==> src/rtl/spi_reg_cmd_parser_pkg.sv <==
// Shared types for the SPI register command parser: register-file data and
// address types, the command write-bit index, and the command FSM states.
package regPKG;
  typedef logic [15:0] reg_data_t;
  typedef logic [6:0]  reg_addr_t;
  localparam int CMD_WR_BIT = 7;
endpackage

package spiPKG;
  typedef enum logic [3:0] {
    S_IDLE,
    S_CMD,
    S_WR_HI,
    S_WR_LO,
    S_RD_FETCH,
    S_RD_CAP,
    S_RD_HI,
    S_RD_LO,
    S_DRAIN
  } cmd_state_t;
endpackage

==> src/rtl/spi_reg_cmd_parser.sv <==
// Turns framed SPI command bytes into register write/read strobes and returns
// read data as MISO bytes. Define SPI_CMD_AUTOINC_EN for burst (auto-increment) frames.
module spi_reg_cmd_parser
  import regPKG::*;
  import spiPKG::*;
#(
  parameter int unsigned ADDR_W  = 7,
  parameter logic [7:0]  IDLE_TX = 8'h00
) (
  input  logic              clk_in,
  input  logic              reset,
  input  logic              rx_valid,
  input  logic [7:0]        rx_byte,
  input  logic              frame_active,
  output logic [7:0]        tx_byte,
  output logic [ADDR_W-1:0] reg_addr,
  output logic [15:0]       reg_wdata,
  output logic              reg_we,
  output logic              reg_re,
  input  logic [15:0]       reg_rdata,
  output logic              frame_err
);

`ifdef SPI_CMD_AUTOINC_EN
  localparam bit AUTOINC = 1'b1;
`else
  localparam bit AUTOINC = 1'b0;
`endif

  localparam logic [ADDR_W-1:0] ADDR_ONE = {{(ADDR_W-1){1'b0}}, 1'b1};

  cmd_state_t        state, state_d;
  logic [ADDR_W-1:0] addr_d;
  reg_data_t         wdata_d;
  logic [7:0]        tx_d;
  logic              we_d, re_d, err_d;
  logic [7:0]        wr_hi, wr_hi_d;
  logic [7:0]        rd_lo, rd_lo_d;

  always_comb begin
    state_d = state;
    addr_d  = reg_addr;
    wdata_d = reg_wdata;
    tx_d    = tx_byte;
    wr_hi_d = wr_hi;
    rd_lo_d = rd_lo;
    we_d    = 1'b0;
    err_d   = 1'b0;

    // A burst write advances the address only after its strobe cycle, so the
    // register file sees a stable address while reg_we is high.
    if (AUTOINC && reg_we) addr_d = reg_addr + ADDR_ONE;

    case (state)
      S_IDLE: begin
        if (frame_active) state_d = S_CMD;
      end
      S_CMD: begin
        if (rx_valid) begin
          addr_d  = rx_byte[ADDR_W-1:0];
          state_d = rx_byte[CMD_WR_BIT] ? S_WR_HI : S_RD_FETCH;
        end
      end
      S_WR_HI: begin
        if (rx_valid) begin
          wr_hi_d = rx_byte;
          state_d = S_WR_LO;
        end
      end
      S_WR_LO: begin
        if (rx_valid) begin
          wdata_d = {wr_hi, rx_byte};
          we_d    = 1'b1;
          state_d = AUTOINC ? S_WR_HI : S_DRAIN;
        end else if (!frame_active) begin
          err_d = 1'b1;
        end
      end
      S_RD_FETCH: begin
        state_d = S_RD_CAP;
      end
      S_RD_CAP: begin
        tx_d    = reg_rdata[15:8];
        rd_lo_d = reg_rdata[7:0];
        state_d = S_RD_HI;
      end
      S_RD_HI: begin
        if (rx_valid) begin
          tx_d    = rd_lo;
          state_d = S_RD_LO;
        end
      end
      S_RD_LO: begin
        if (rx_valid) begin
          tx_d = IDLE_TX;
          if (AUTOINC) begin
            addr_d  = reg_addr + ADDR_ONE;
            state_d = S_RD_FETCH;
          end else begin
            state_d = S_DRAIN;
          end
        end
      end
      S_DRAIN: begin
        state_d = S_DRAIN;
      end
      default: begin
        state_d = S_IDLE;
      end
    endcase

    // Frame end wins over the byte-level transition, after the byte has been used.
    if (!frame_active) begin
      state_d = S_IDLE;
      tx_d    = IDLE_TX;
    end

    re_d = (state_d == S_RD_FETCH);
  end

  always_ff @(posedge clk_in) begin
    if (reset) begin
      state     <= S_IDLE;
      tx_byte   <= IDLE_TX;
      reg_addr  <= '0;
      reg_wdata <= '0;
      reg_we    <= 1'b0;
      reg_re    <= 1'b0;
      frame_err <= 1'b0;
    end else begin
      state     <= state_d;
      tx_byte   <= tx_d;
      reg_addr  <= addr_d;
      reg_wdata <= wdata_d;
      reg_we    <= we_d;
      reg_re    <= re_d;
      frame_err <= err_d;
    end
  end

  always_ff @(posedge clk_in) begin
    wr_hi <= wr_hi_d;
    rd_lo <= rd_lo_d;
  end

endmodule

==> config.mk <==
export PLATFORM = sky130hd
export DESIGN_NAME = spi_reg_cmd_parser
export DESIGN_NICKNAME = d
export VERILOG_FILES = /design/src/rtl/spi_reg_cmd_parser_pkg.sv /design/src/rtl/spi_reg_cmd_parser.sv
export SDC_FILE = /design/constraint.sdc
export NUM_CORES = 1
export LEC_CHECK = 0
export CAP_MARGIN = 10
export CORE_MARGIN = 5
export CORE_UTILIZATION = 51
export DETAILED_ROUTE_END_ITERATION = 10
export PLACE_DENSITY = 0.85
export SETUP_SLACK_MARGIN = 0.02
export SLEW_MARGIN = 0
export SYNTH_ARGS = -nofsm -noshare
export SYNTH_HDL_FRONTEND = slang
export SYNTH_SLANG_ARGS = --single-unit
==> constraint.sdc <==
create_clock -name clk_in -period 3.6 [get_ports clk_in]
set_input_delay 0.36 -clock clk_in [delete_from_list [all_inputs] [get_ports clk_in]]
set_output_delay 0.36 -clock clk_in [all_outputs]
set_load 0.02 [all_outputs]
# [Word level (Yosys, flattened, before mapping)]
# Cells that the tools add are included.
[word_totals] reg_bits=54 input_bits=28 output_inout_bits=34 elab_cells=44
[op_classes] eq_ne=11 mux=12 bitwise_logic=2 n_reduce_logical=10
[ops] operator="4-bit case mux with 8 select lines" n=1
[ops] operator="8-bit case mux with 3 select lines" n=1
[ops] operator="4-bit by 3-bit == test with 1-bit output (second input constant)" n=5
[ops] operator="4-bit 2-to-1 mux" n=5
[ops] operator="8-bit 2-to-1 mux" n=2
[ops] operator="4-bit by 2-bit == test with 1-bit output (second input constant)" n=2
[ops] operator="2-bit AND reduction" n=3
[ops] operator="2-bit OR reduction" n=3
[ops] operator="4-bit by 1-bit == test with 1-bit output (second input constant)" n=1
[ops] operator="4-bit == test (second input constant)" n=1
[ops] operator="4-bit logical NOT" n=1
[ops] operator="2-bit != test (second input constant)" n=2
[ops] operator="3-bit 2-to-1 mux" n=1
[ops] operator="3-bit AND reduction" n=1
[ops] operator="3-bit nonzero test" n=1
[ops] operator="3-bit OR reduction" n=1
[ops] operator="1-bit 2-to-1 mux" n=2
[ops] operator="1-bit NOT" n=2

# [Depth between registers and ports, before layout]
# Gate-level depths: netlist (run 1).
[depth] depth_word=5 mapped_depth=7 depth_no_buf=3

# [Least setup slack after synthesis (run 1)]
# Ideal clock, no wire load.
[synth_path] path_kind="flip-flop to flip-flop" from="register state[1]" to="register wr_hi[0], enable pin" setup_ns=0.383 arrival_time_ns=1.599 t_required_ns=3.217 slack_ns=1.617 stages_incl_launch_ff=6 path_buffers=2 period_less_slack_ns=1.983 path_cell_list="dfxtp_1 > buf_2 > buf_1 > nor2b_1 > nand2_1 > nor3_1"
[synth_via] elab_chain_cells=2
[synth_rtl] item="start, declared" line_no="spi_reg_cmd_parser.sv:32" source="cmd_state_t state, state_d;"
[synth_rtl] item="start signal, assigned" line_no="spi_reg_cmd_parser.sv:131" source="state <= state_d;"
[synth_rtl] item="4-bit by 2-bit == test with 1-bit output" line_no="spi_reg_cmd_parser.sv:54" source="case (state)"
[synth_rtl] item="2-bit AND reduction (no source line)"
[synth_rtl] item="end signal, assigned" line_no="spi_reg_cmd_parser.sv:142" source="wr_hi <= wr_hi_d;"
[synth_rtl] item="end, declared" line_no="spi_reg_cmd_parser.sv:37" source="logic [7:0] wr_hi, wr_hi_d;"
# No other way between the ends.
# A chain may end at the register's enable or synchronous reset.

# [Worst setup path in the final report (run 1)]
[layout_path] from="register state[1]" to="register reg_wdata[5]"
[layout_via] elab_chain_cells=2
[layout_rtl] item="4-bit by 2-bit == test with 1-bit output" line_no="spi_reg_cmd_parser.sv:54"
[layout_rtl] item="2-bit AND reduction (no source line)"
[layout_rtl] item="end signal, assigned" line_no="spi_reg_cmd_parser.sv:134" source="reg_wdata <= wdata_d;"
[layout_rtl] item="end, declared" line_no="spi_reg_cmd_parser.sv:17" source="output logic [15:0] reg_wdata,"
# No other way between the ends.

==> results.json, run 1 <==
{
  "status": "finished, final reports clean",
  "grt_max_degree": 43,
  "grt_pass1_wl_mm": 7.68,
  "synth_ff_type": "dfxtp_1",
  "hold_viol": 0,
  "nets": 297,
  "crit_required_ns": 3.82,
  "cts_sinks": 54,
  "worstSkewPairLatency_ns": 0.31,
  "h-tree-depth": 2,
  "power-per-cell-area_nw_per_um2": 362,
  "hold_ws_ns": 0.483,
  "clockBufferDepth": 2,
  "drive_above_1_share_pct": 3.70,
  "fin_tns_setup_ns": 0,
  "cts_buffers": 5,
  "critPathKind": "reg -> reg",
  "end_kind": "flop",
  "worstHoldStart": "reg_addr[1]",
  "avgSynthCellArea_sq_um": 10.3,
  "finalWorstPathRequiredPeriod_ns": 2.15,
  "diodes": 0,
  "wl_per_cell_microns": 15.1,
  "setup_viol": 0,
  "postCtsSetupRepairBufs": 0,
  "cp.arrival_ns": 2.37,
  "syn_inst": 217,
  "clk_root_buffer_cell": "clkbuf_8",
  "hold_path.class": "reg -> reg",
  "fp-row-count": 24,
  "worstPathMaxFanout": 19,
  "fmax_mhz": 465,
  "place_congestion": 0.770,
  "die_y_microns": 76.3,
  "critPathSlowestCell": "dfxtp_1",
  "start_util_pct": 51.9,
  "avgViaCountPerCell": 5.23,
  "ant_nets": 0,
  "cap_violations": 0,
  "syn_nets": 245,
  "peakVddDrop_mv": 0.253,
  "yosys-top-cells-area": "dfxtp_1 34%, edfxtp_1 21%, nor2b_1 7.5%",
  "die_area_sq_um": 5820,
  "clkSlewWorstSetupHoldPaths_ns": 0.09,
  "min_path_cells": 2,
  "synthArstFlopShare_pct": 0,
  "tritoncts": "done",
  "clock_skew_ns": 0.00908,
  "antenna_found_initial": 0,
  "min_to": "reg_addr[1]",
  "dr.pass1.iters": 4,
  "crit_chain": "nand2_1 -> or2_1 -> o21ai_0",
  "setup_slack_ns": 1.45,
  "fin_crit_sh_pct": 59.7,
  "synthTopCellsByCount": "38 x dfxtp_1, 27 x nor2b_1, 25 x nand2b_1",
  "vias": 1685,
  "ys_ff_latch": 54,
  "synth.most_common_cell": "dfxtp_1",
  "rsz0062_at_grt": "false",
  "ys_types": 31,
  "max_stage_delay_ns": 0.72,
  "cts_resized": 0,
  "post-synth-top-area-cell": "dfxtp_1",
  "place_hpwl_mm": 3.38,
  "wl_mm": 4.86,
  "io_pins": 62,
  "relSlewSlack_pct": 41.9,
  "grt_use_total_pct": 16.2,
  "yosys.area.top_type_share_pct": 33.9,
  "cp-start-kind": "flop",
  "drt_iter0_markers": 137,
  "grt_pass1_vias": 1563,
  "reg2reg_depth": 3,
  "r2r-end": "reg_wdata[5]",
  "yosysWarnings": 0,
  "worst_slew_pin_slew_ns": 0.860,
  "reg2reg_slack_ns": 1.45,
  "finalPower_mw": 1.06,
  "rr_startpoint": "state[1]",
  "portBuffers": 61,
  "route.detailed.drc": 0,
  "core-area_sq_um": 4320,
  "synth_area_sq_um": 2240,
  "ys_seq_area_share_pct": 55.4,
  "place_ws_ns": 1.16,
  "gr-total-overflow": 0,
  "p_leak_nw": 0.965,
  "die_w_microns": 76.3,
  "postCtsHoldBufs": 0,
  "drv_slew": 0,
  "area_delta_synth_final_pct": 30.2,
  "synth_edf_count": 16
}
==> stage by stage <==
stage	instance area [sq um]	cells	utilization [%]
2_1_floorplan	2240	217	-
3_3_place_gp	2830	314	65.4
3_5_place_dp	2830	314	65.4
4_1_cts	2920	322	67.5
5_1_grt	2920	322	67.5
6_report	2920	322	67.5
==> how the worst max path moves through the flow <==
| stage | startpoint | endpoint | depth (start not counted) |
|---|---|---|---|
| after floorplan | state[1] | wr_hi[0] | 5 |
| after global placement | rx_valid | reg_wdata[0] | 4 |
| after detailed placement | rx_valid | reg_wdata[6] | 4 |
| after CTS | rx_valid | reg_wdata[5] | 4 |
| after global routing | state[1] | reg_wdata[1] | 3 |
| final | state[1] | reg_wdata[5] | 3 |
==> cells in the final DEF (no fill, tap or decap), drive strengths merged, types with 2 or more instances in the layout <==
cell	count
nand2b	25
a2111oi	9
nor3	10
clkdlybuf4s50	61
clkinv	2
edfxtp	16
nor2b	27
clkbuf	6
inv	2
mux2i	8
or2b	2
nand2	2
nor2	5
o21ai	32
dfxtp	38
a21boi	2
a21oi	10
or4	2
buf	2
==> per-layer routing <==
metal | track usage (%) | wire (microns) | vias up
li1 | - | - | 859
met1 | 21.1 | 2200 | 773
met2 | 26.5 | 2340 | 46
met3 | 4.73 | 259 | 7
met4 | 4.20 | 52 | 0
met5 | 0 | 0 | -
==> flip-flops by register name, indices dropped and copies added, names as in the netlist <==
name and count:
frame_err 1, reg_addr 7, reg_wdata 16, state 4, rd_lo 8, reg_re 1
reg_we 1, wr_hi 8, tx_byte 8
==> kinds of logic after synthesis <==
family | Yosys count | share of synthesized area [%]
multiplexers | 9 | 4.07
AO/OA/AOI/OAI | 55 | 14.3
buffers and inverters | 20 | 4.97
AND/OR/NAND/NOR | 79 | 21.3
flip-flops | 54 | 55.4
==> cell type report <==
| cell class | instances | area [sq um] |
|---|---|---|
| fillers | 352 | 1410 |
| flip-flops and latches | 54 | 1240 |
| multi-input cells | 143 | 890 |
| repair buffers | 63 | 626 |
| clock buffers | 6 | 82.6 |
| well taps | 52 | 65.1 |
| clock inverters | 2 | 7.51 |
| inverters | 2 | 7.51 |
==> where the power goes <==
part | internal, mW | switching, mW | total (mW)
Clock | 0.152 | 0.187 | 0.339
Sequential | 0.630 | 0.00492 | 0.634
Combinational | 0.0470 | 0.0372 | 0.0842
==> worst max-delay path: cells and delay by family, from the launching register on <==
family | cells | cell delay, ns
flip-flops | 1 | 0.72
AND/OR/NAND/NOR | 2 | 1.09
AO/OA/AOI/OAI | 1 | 0.24
Note: power is estimated with default switching activity, not from simulation.
==> run 2, diff against run 1 <==
--- a/config.mk
+++ b/config.mk
@@ -7,9 +7,9 @@
 export LEC_CHECK = 0
 export CAP_MARGIN = 10
 export CORE_MARGIN = 5
-export CORE_UTILIZATION = 51
+export CORE_UTILIZATION = 47
 export DETAILED_ROUTE_END_ITERATION = 10
-export PLACE_DENSITY = 0.85
+export PLACE_DENSITY = 0.79
 export SETUP_SLACK_MARGIN = 0.02
 export SLEW_MARGIN = 0
 export SYNTH_ARGS = -nofsm -noshare
==> constraint.sdc (replaced) <==
create_clock -name clk_in -period 2 [get_ports clk_in]
set_input_delay 0.2 -clock clk_in [delete_from_list [all_inputs] [get_ports clk_in]]
set_output_delay 0.2 -clock clk_in [all_outputs]
set_load 0.02 [all_outputs]
==> results.json, run 2 (same netlist as run 1, synthesis figures left out) <==
{
  "place_congestion": 0.779,
  "fin_tns_setup_ns": 0,
  "place_ws_ns": 0.125,
  "cap_violations": 0,
  "clkSlewWorstSetupHoldPaths_ns": 0.10,
  "gr-total-overflow": 0,
  "p_leak_nw": 1.03,
  "drt_iter0_markers": 177,
  "r2r-end": "tx_byte[4]",
  "final_common_cell": "clkdlybuf4s50_1",
  "status": "finished, final reports clean",
  "core-area_sq_um": 4690,
  "route.detailed.drc": 0,
  "clk_root_buffer_cell": "clkbuf_8",
  "wl_per_cell_microns": 15.0,
  "highest_layer": "met4",
  "drive_above_1_share_pct": 8.57,
  "worst_slew_pin_slew_ns": 0.631,
  "largest_reg_flops": 16,
  "postCtsSetupRepairBufs": 0,
  "hold_path.class": "in -> reg",
  "reg2reg_slack_ns": 0.32,
  "cp-start-kind": "flop",
  "cpLargestDelayFamily": "simple AND/OR/NAND/NOR gates",
  "setup_viol": 0,
  "die_y_microns": 79.1,
  "grt_max_degree": 42,
  "worstSkewPairLatency_ns": 0.30,
  "grt_use_total_pct": 16.0,
  "wl_met2_mm": 2.40,
  "dr.pass1.iters": 4,
  "portBuffers": 61,
  "rr_startpoint": "state[1]",
  "vias": 1720,
  "die_w_microns": 79.1,
  "cts_sinks": 54,
  "critPathKind": "reg -> reg",
  "diodes": 0,
  "power-per-cell-area_nw_per_um2": 671,
  "end_kind": "flop",
  "hold_viol": 0,
  "worstPathMaxFanout": 13,
  "relSlewSlack_pct": 56.9,
  "area_delta_synth_final_pct": 35.2,
  "layout_common_cells": "61 x clkdlybuf4s50_1, 38 x dfxtp_1, 27 x nor2b_1, 25 x nand2b_1, 23 x o21ai_0",
  "cp_num_cells": 3,
  "setup_slack_ns": 0.316,
  "place_hpwl_mm": 3.50,
  "drv_slew": 0,
  "grt_pass1_vias": 1504,
  "met1_length_mm": 2.27,
  "io_pins": 62,
  "finalWorstPathRequiredPeriod_ns": 1.68,
  "peakVddDrop_mv": 0.513,
  "avgViaCountPerCell": 5.15,
  "routed-wl-met3_microns": 265,
  "ant_nets": 0,
  "clockBufferDepth": 2,
  "clock_skew_ns": 0.00745,
  "top_register": "reg_wdata",
  "rsz0062_at_grt": "false",
  "fin_crit_sh_pct": 84.2,
  "start_util_pct": 47.8,
  "final_cells": 334,
  "die_area_sq_um": 6250,
  "reg2reg_depth": 3,
  "fmax_mhz": 594,
  "hold_ws_ns": 0.450,
  "tritoncts": "done",
  "critical_path.endpoint": "tx_byte[4]",
  "grt_pass1_wl_mm": 7.82,
  "nets": 307,
  "crit_required_ns": 2.24,
  "fp-row-count": 25,
  "cp.arrival_ns": 1.92,
  "antenna_found_initial": 0,
  "critPathSlowestCell": "dfxtp_1",
  "max_stage_delay_ns": 0.59,
  "crit_start": "state[1]",
  "postCtsHoldBufs": 0,
  "dp_cells": 326,
  "h-tree-depth": 2,
  "wl_mm": 4.99,
  "critPathBufInv": 0,
  "cts_buffers": 5,
  "crit_chain": "nor4bb_2 -> a2111oi_0 -> nor3_1"
}
run 2: power breakdown:
part           total [mW]  switching [mW]  internal [mW]
Combinational       0.161          0.0693         0.0921
Sequential           1.14         0.00829           1.13
Clock               0.731           0.357          0.374
run 2: cell type report:
cell class,count,area [sq um]
clock buffers,5,68.8
clock inverters,3,43.8
fillers,404,1660
inverters,2,7.51
multi-input cells,143,901
flip-flops and latches,54,1240
well taps,54,67.6
repair buffers,73,701
run 2: stage by stage:
stage	area [sq um]	total power, mW	util [%]
after floorplan	2250	1.24	-
after global placement	2910	1.33	62.1
after detailed placement	2910	1.33	62.1
after CTS	3020	2.05	64.5
after global routing	3030	2.12	64.6
final	3030	2.03	64.6
run 2: what timing repair did:
action / 4_1_cts / 5_1_grt
hold endpoints to repair: 0 / 0
resized for setup: 0 / 1
endpoints found under the setup margin: 0 / 4
run 2: how the worst min path moves through the flow:
stage | start | end | slack, ns | depth (start not counted)
6_report | reg_rdata[3] | rd_lo[3] | 0.45 | 1
5_1_grt | reg_rdata[2] | rd_lo[2] | 0.43 | 1
4_1_cts | reg_rdata[2] | rd_lo[2] | 0.44 | 1
3_5_place_dp | reg_addr[5] | reg_addr[5] | 0.47 | 2
3_3_place_gp | reg_addr[5] | reg_addr[5] | 0.46 | 2
2_1_floorplan | reg_rdata[0] | rd_lo[0] | 0.30 | 0
run 2: metal layers:
metal | up-vias | track usage (%)
met5 | - | 0
met4 | 0 | 4.64
met3 | 4 | 4.31
met2 | 50 | 23.9
met1 | 786 | 22.8
li1 | 880 | -
